--- src/rtl/motor_speed_decoder.sv ---
// Four-channel x4 quadrature decoder. Each channel keeps a saturating
// signed edge count over a fixed window. At the end of a window all four
// counts are snapshotted and then emitted as four back-to-back strobes.

// One channel: input synchronizer, x4 step decode, saturating accumulator,
// snapshot shadow and sticky illegal-transition flag.
module motor_speed_decoder_lane #(
  parameter int DATA_WIDTH = 16
) (
  input  logic                  clk,
  input  logic                  rst,
  input  logic                  a_i,
  input  logic                  b_i,
  input  logic                  dec_en_i,
  input  logic                  snap_i,
  output logic                  err_o,
  output logic [DATA_WIDTH-1:0] shadow_o
);
  // Saturation bounds in one extra bit so the sum cannot wrap before clamping.
  // The negative bound is -(2^(W-1)-1), so the most-negative code never appears.
  localparam logic signed [DATA_WIDTH:0] SAT_P   = {2'b00, {(DATA_WIDTH-1){1'b1}}};
  localparam logic signed [DATA_WIDTH:0] SAT_N   = {2'b11, {(DATA_WIDTH-2){1'b0}}, 1'b1};
  localparam logic signed [DATA_WIDTH:0] STEP_UP = {{DATA_WIDTH{1'b0}}, 1'b1};
  localparam logic signed [DATA_WIDTH:0] STEP_DN = {(DATA_WIDTH+1){1'b1}};

  logic [1:0]            sa_q, sb_q;   // 2-flop synchronizers, [1] is the output
  logic [1:0]            prev_q;       // previous synchronized {A,B}
  logic [1:0]            cur;
  logic [DATA_WIDTH-1:0] acc_q, acc_d, shadow_q;
  logic                  err_q;
  logic                  inc, dec, ill;
  logic signed [DATA_WIDTH:0] sum_w, step_w;

  assign cur = {sa_q[1], sb_q[1]};

  // x4 decode of prev->cur; a double-bit change is illegal and not counted
  always_comb begin
    inc = 1'b0;
    dec = 1'b0;
    ill = 1'b0;
    if (dec_en_i) begin
      case ({prev_q, cur})
        4'b00_10, 4'b10_11, 4'b11_01, 4'b01_00: inc = 1'b1;
        4'b10_00, 4'b11_10, 4'b01_11, 4'b00_01: dec = 1'b1;
        4'b00_11, 4'b11_00, 4'b10_01, 4'b01_10: ill = 1'b1;
        default: ;
      endcase
    end
  end

  // saturating add of this cycle's step
  always_comb begin
    step_w = '0;
    if (inc) step_w = STEP_UP;
    else if (dec) step_w = STEP_DN;
    sum_w = $signed({acc_q[DATA_WIDTH-1], acc_q}) + step_w;
    if (sum_w > SAT_P)      sum_w = SAT_P;
    else if (sum_w < SAT_N) sum_w = SAT_N;
    acc_d = sum_w[DATA_WIDTH-1:0];
  end

  // channel state; the snapshot includes the step decoded in the same cycle
  always_ff @(posedge clk) begin
    if (rst) begin
      sa_q     <= '0;
      sb_q     <= '0;
      prev_q   <= '0;
      acc_q    <= '0;
      shadow_q <= '0;
      err_q    <= 1'b0;
    end else begin
      sa_q   <= {sa_q[0], a_i};
      sb_q   <= {sb_q[0], b_i};
      prev_q <= cur;
      acc_q  <= snap_i ? '0 : acc_d;
      if (snap_i) shadow_q <= acc_d;
      if (ill)    err_q    <= 1'b1;
    end
  end

  assign err_o    = err_q;
  assign shadow_o = shadow_q;
endmodule

module motor_speed_decoder #(
  parameter int DATA_WIDTH  = 16,
  parameter int CLK_FREQ    = 27_000_000,
  parameter int SAMPLE_FREQ = 100
) (
  input  logic                  clk,
  input  logic                  rst,
  input  logic [3:0]            enc_a,
  input  logic [3:0]            enc_b,
  output logic                  y_valid_o,
  output logic [2:0]            y_chn_o,
  output logic [DATA_WIDTH-1:0] y_data_o,
  output logic [3:0]            enc_err
);
  // Window length must be at least 8 so a 4-cycle emission always ends
  // well before the next snapshot.
  localparam int SAMPLE_CYCLES = CLK_FREQ / SAMPLE_FREQ;
  localparam int WIN_W         = $clog2(SAMPLE_CYCLES);
  localparam logic [WIN_W-1:0] WIN_LAST = WIN_W'(SAMPLE_CYCLES - 1);

  typedef enum logic {S_IDLE, S_EMIT} state_t;

  state_t                      state_q, state_d;
  logic [1:0]                  cnt_q, cnt_d;
  logic [WIN_W-1:0]            win_q;
  logic [1:0]                  fill_q;
  logic                        snap, dec_en;
  logic [3:0][DATA_WIDTH-1:0]  shadow;

  assign snap   = (win_q == WIN_LAST);
  // synchronizer and previous registers hold stale reset values for 3 cycles
  assign dec_en = (fill_q == 2'd3);

  for (genvar i = 0; i < 4; i++) begin : g_lane
    motor_speed_decoder_lane #(.DATA_WIDTH(DATA_WIDTH)) u_lane (
      .clk      (clk),
      .rst      (rst),
      .a_i      (enc_a[i]),
      .b_i      (enc_b[i]),
      .dec_en_i (dec_en),
      .snap_i   (snap),
      .err_o    (enc_err[i]),
      .shadow_o (shadow[i])
    );
  end

  // window counter, post-reset fill counter and emission FSM registers
  always_ff @(posedge clk) begin
    if (rst) begin
      win_q   <= '0;
      fill_q  <= '0;
      state_q <= S_IDLE;
      cnt_q   <= '0;
    end else begin
      win_q   <= snap ? '0 : win_q + WIN_W'(1);
      if (fill_q != 2'd3) fill_q <= fill_q + 2'd1;
      state_q <= state_d;
      cnt_q   <= cnt_d;
    end
  end

  // emission: IDLE until snapshot, then four strobes for channels 0..3;
  // cnt_q keeps the last channel so chn/data hold while idle
  always_comb begin
    state_d   = state_q;
    cnt_d     = cnt_q;
    y_valid_o = 1'b0;
    case (state_q)
      S_IDLE: if (snap) begin
        state_d = S_EMIT;
        cnt_d   = 2'd0;
      end
      S_EMIT: begin
        y_valid_o = 1'b1;
        if (cnt_q == 2'd3) state_d = S_IDLE;
        else               cnt_d   = cnt_q + 2'd1;
      end
      default: state_d = S_IDLE;
    endcase
  end

  assign y_chn_o  = {1'b0, cnt_q};
  assign y_data_o = shadow[cnt_q];
endmodule

--- config.mk ---
export PLATFORM = sky130hd
export DESIGN_NAME = motor_speed_decoder
export DESIGN_NICKNAME = d
export VERILOG_FILES = /design/src/rtl/motor_speed_decoder.sv
export SDC_FILE = /design/constraint.sdc
export NUM_CORES = 1
export LEC_CHECK = 0
export ABC_AREA = 1
export CAP_MARGIN = 10
export CORE_ASPECT_RATIO = 0.75
export CORE_MARGIN = 4
export CORE_UTILIZATION = 50
export CTS_CLUSTER_SIZE = 30
export DETAILED_ROUTE_END_ITERATION = 10
export PLACE_DENSITY = 0.78
export SYNTH_ARGS = -nofsm -noshare
export SYNTH_HDL_FRONTEND = slang
export SYNTH_HIERARCHICAL = 1
export SYNTH_SLANG_ARGS = --single-unit
--- constraint.sdc ---
create_clock -name clk -period 7.1 [get_ports clk]
set_clock_uncertainty 0.15 [all_clocks]
set_input_delay 1.065 -clock clk [delete_from_list [all_inputs] [get_ports clk]]
set_output_delay 1.065 -clock clk [all_outputs]
set_load 0.1 [all_outputs]
==> run_results.csv <==
group,metric,value,unit
worst_setup_path,cp.required,7.25,ns
grt,grt_pass1_wl,47700,um
logic_synthesis,syn-instance-count,1787,
routing,routedWlPerCell,13.6,um
logic_synthesis,syn_nets,1868,
grt,grt_usage,22.2,%
worst_setup_path,start_kind,"flop",
sta,finalSetupTns,0,ns
logic_synthesis,synth_ff_type,"dfxtp_1",
logic_synthesis,ys_ff_latch,180,
pwr,power.internal,1.81,mW
grt,grt_remaining_overflow,0,
logic_synthesis,synth-edff-count,0,
routing,wirelength,28800,um
status,status,"complete, no violations",
routing,vias_per_cell,5.13,
cts,clk_latency,0.44,ns
worst_hold_path,whs_endpoint,"g_lane[0].u_lane/sa_q[1]",
worst_setup_path,worstRegToRegCells,15,
pwr,p_leak,6.84,nW
logic_synthesis,syn_area_per_cell,6.51,um2
pwr,ir_worst_vdd,0.187,mV
pwr,comb_power_share,16.9,%
grt,grt_max_degree,41,
place,dp_hpwl,22000,um
worst_setup_path,reg2reg_from,"fill_q[0]",
routing,vias,10900,
grt,antenna_found_initial,0,
worst_hold_path,min-delay-start,"g_lane[0].u_lane/sa_q[0]",
cts,h-tree-depth,4,
sta,relSlewSlack,23.8,%
routing,first_pass_iters,5,
logic_synthesis,syn_area,11600,um2
cts,cts_sinks,180,
worst_setup_path,critPathKind,"reg -> reg",
worst_hold_path,hold-path-cell-count,2,
sta,setup_viol,0,
worst_setup_path,crit_path_end_kind,"flop",
floorplan,core_area,22900,um2
cells_and_area,finalNonFillerCells,2119,
cts,ctsRootBufferMaster,"clkbuf_16",
logic_synthesis,ys_async_sr_fraction,0,%
routing,ant_nets,0,
floorplan,num_io_pins,34,
pwr,netSwitchingPower,728,uW
place,dp_cells,2084,
pwr,power.density,199,nW/um2
cells_and_area,n_antenna_cell,0,
worst_setup_path,crit_arrival,4.92,ns
sta,grt_setup_unrepaired,"no",
pwr,p_clk_share,40.6,%
run,cap_violations,0,
cts,numCtsBuffers,17,
routing,drt_iter0_drc,853,
sta,fmax,209,MHz
pwr,swShare,28.7,%
cells_and_area,fillers,2222,
worst_hold_path,min_path_type,"reg -> reg",
floorplan,die_y,140,um
floorplan,die_w,184,um
worst_setup_path,r2r_end,"g_lane[2].u_lane/acc_q[6]",
sta,slew_violations,0,
pwr,seqPwrFrac,42.5,%
floorplan,die_area,25800,um2
worst_setup_path,critPathMaxFanout,24,
logic_synthesis,synth_area_leaders,"dfxtp_1, nand2_1, inv_1, ha_1, nor2_1",
grt,grt_pass1_vias,9912,
logic_synthesis,yosysTopAreaCell,"dfxtp_1",
cts,cts_hold_buf,0,
logic_synthesis,yosysMostFrequentCell,"nand2_1",
floorplan,rows,48,
cts,cts.repair.resized,0,
cts,tritoncts,"done",
cells_and_area,fin_util,55.6,%
place,io_buffers,32,
logic_synthesis,synth_top_area_share,31.0,%
logic_synthesis,yosys_warnings,6,
cts,path_clk_slew,0.07,ns
cts,clk_path_buf_depth,2,
floorplan,start_util,50.7,%
logic_synthesis,ys_types,41,
cells_and_area,drive_above_1_share,8.36,%
logic_synthesis,yosys-top-cells-count,"nand2_1, inv_1, nor2_1",
sta,fin_crit_sh,67.3,%
worst_setup_path,r2r_setup_slack,2.32,ns
sta,final_hold_viol_count,0,
logic_synthesis,seq_area_frac_synth,31.0,%
routing,drc,0,
sta,period_needed,4.78,ns
cells_and_area,final_nets,1887,
place,gp_congestion,0.920,
sta,worstMarginPinSlew,1.14,ns
cells_and_area,area_growth,9.68,%
cts,post_cts_buffers,0,
[area by class of cell]
cell class | count | area [um2] | share of cell area (%)
well taps | 300 | 375 | 2.94
multi-input cells | 1330 | 6860 | 53.8
clock inverters | 15 | 220 | 1.73
inverters | 237 | 890 | 6.97
repair buffers | 40 | 388 | 3.04
flip-flops and latches | 180 | 3600 | 28.2
clock buffers | 17 | 425 | 3.33
[stage by stage]
| stage | instance area [um2] | setup WS [ns] | hold WS [ns] | total power [mW] |
|---|---|---|---|---|
| 3_5_place_dp | 12100 | 2.45 | 0.246 | 1.52 |
| 5_1_grt | 12800 | 1.94 | 0.274 | 2.66 |
| 2_1_floorplan | 11600 | 2.79 | 0.238 | 1.43 |
| 4_1_cts | 12700 | 2.34 | 0.255 | 2.55 |
| 3_3_place_gp | 12100 | 2.55 | 0.241 | 1.51 |
| 6_report | 12800 | 2.32 | 0.255 | 2.54 |
[worst max-delay path by stage]
stage | startpoint | endpoint | slack, ns | cells after the start
floorplan | cnt_q[0] | y_data_o[10] | 2.79 | 4
global placement | fill_q[0] | g_lane[3].u_lane/shadow_o[11] | 2.55 | 16
detailed placement | fill_q[0] | g_lane[1].u_lane/shadow_o[6] | 2.45 | 15
CTS | fill_q[0] | g_lane[3].u_lane/shadow_o[6] | 2.34 | 15
global route | fill_q[0] | g_lane[2].u_lane/acc_q[6] | 1.94 | 15
finish | fill_q[0] | g_lane[2].u_lane/acc_q[6] | 2.32 | 15
[layout by cell type (no fill, tap or decap), drive strengths merged, types with 4 or more instances in the layout]
cell | Yosys | layout
nand2 | 669 | 669
inv | 237 | 243
nor2 | 196 | 196
dfxtp | 180 | 180
nand3 | 106 | 106
a21oi | 100 | 100
ha | 67 | 67
o21ai | 56 | 56
xor2 | 33 | 33
clkdlybuf4s50 | 0 | 32
o22ai | 20 | 20
nor3 | 20 | 20
clkbuf | 20 | 17
nand4 | 14 | 14
nand3b | 13 | 13
or2 | 11 | 11
buf | 20 | 8
a31oi | 5 | 5
clkinv | 0 | 5
xnor2 | 4 | 4
bufinv | 0 | 4
and2 | 4 | 4
o31ai | 4 | 4
fa | 4 | 4
[critical path, stage by stage (launching register included)]
cell     delay, ns
dfxtp_1       0.37
ha_1          0.69
nand2_1       0.18
nor2_1        0.89
ha_1          0.47
a21oi_1       0.23
nand2_1       0.09
nand3_1       0.11
nand3_1       0.10
nand2_1       0.08
nand3_2       0.10
xor2_4        0.19
nand2_1       0.58
nand3_1       0.21
nand2_2       0.13
nor2_1        0.05
[flip-flops by register name, summed over array words and instances (netlist names)]
signal and count:
win_q 19, g_lane.u_lane/sb_q 8, state_q 1, cnt_q 2, g_lane.u_lane/sa_q 8, fill_q 2, g_lane.u_lane/acc_q 64, g_lane.u_lane/err_o 4
g_lane.u_lane/prev_q 8, g_lane.u_lane/shadow_o 64
[metal layers]
| layer | part of all wire, % | track usage, % | vias up |
|---|---|---|---|
| met5 | 0 | 0 | - |
| met4 | 1.2 | 4.36 | 0 |
| met3 | 6.2 | 4.15 | 27 |
| met2 | 43 | 34.4 | 288 |
| met1 | 49 | 32.4 | 4899 |
| li1 | - | - | 5647 |
[power by group through the flow]
stage / sequential, mW / combinational (mW) / clock [mW]
global route: 1.08 / 0.487 / 1.09
finish: 1.08 / 0.428 / 1.03
floorplan: 1.09 / 0.340 / 0
global placement: 1.10 / 0.407 / 0
CTS: 1.08 / 0.423 / 1.05
detailed placement: 1.10 / 0.417 / 0
[cells by family (layout without fill, tap and decap cells)]
kind of cell	Yosys count	in the layout	share of synthesized area, %
AO/OA/AOI/OAI	186	186	8.71
AND/OR/NAND/NOR	1035	1035	39.0
XOR/XNOR	37	37	3.33
adder cells (fa/ha/maj)	71	71	7.89
buffers and inverters	277	309	10.1
other	1	1	0.0322
flip-flops	180	180	31.0
Note: power is estimated with default switching activity, not from simulation.
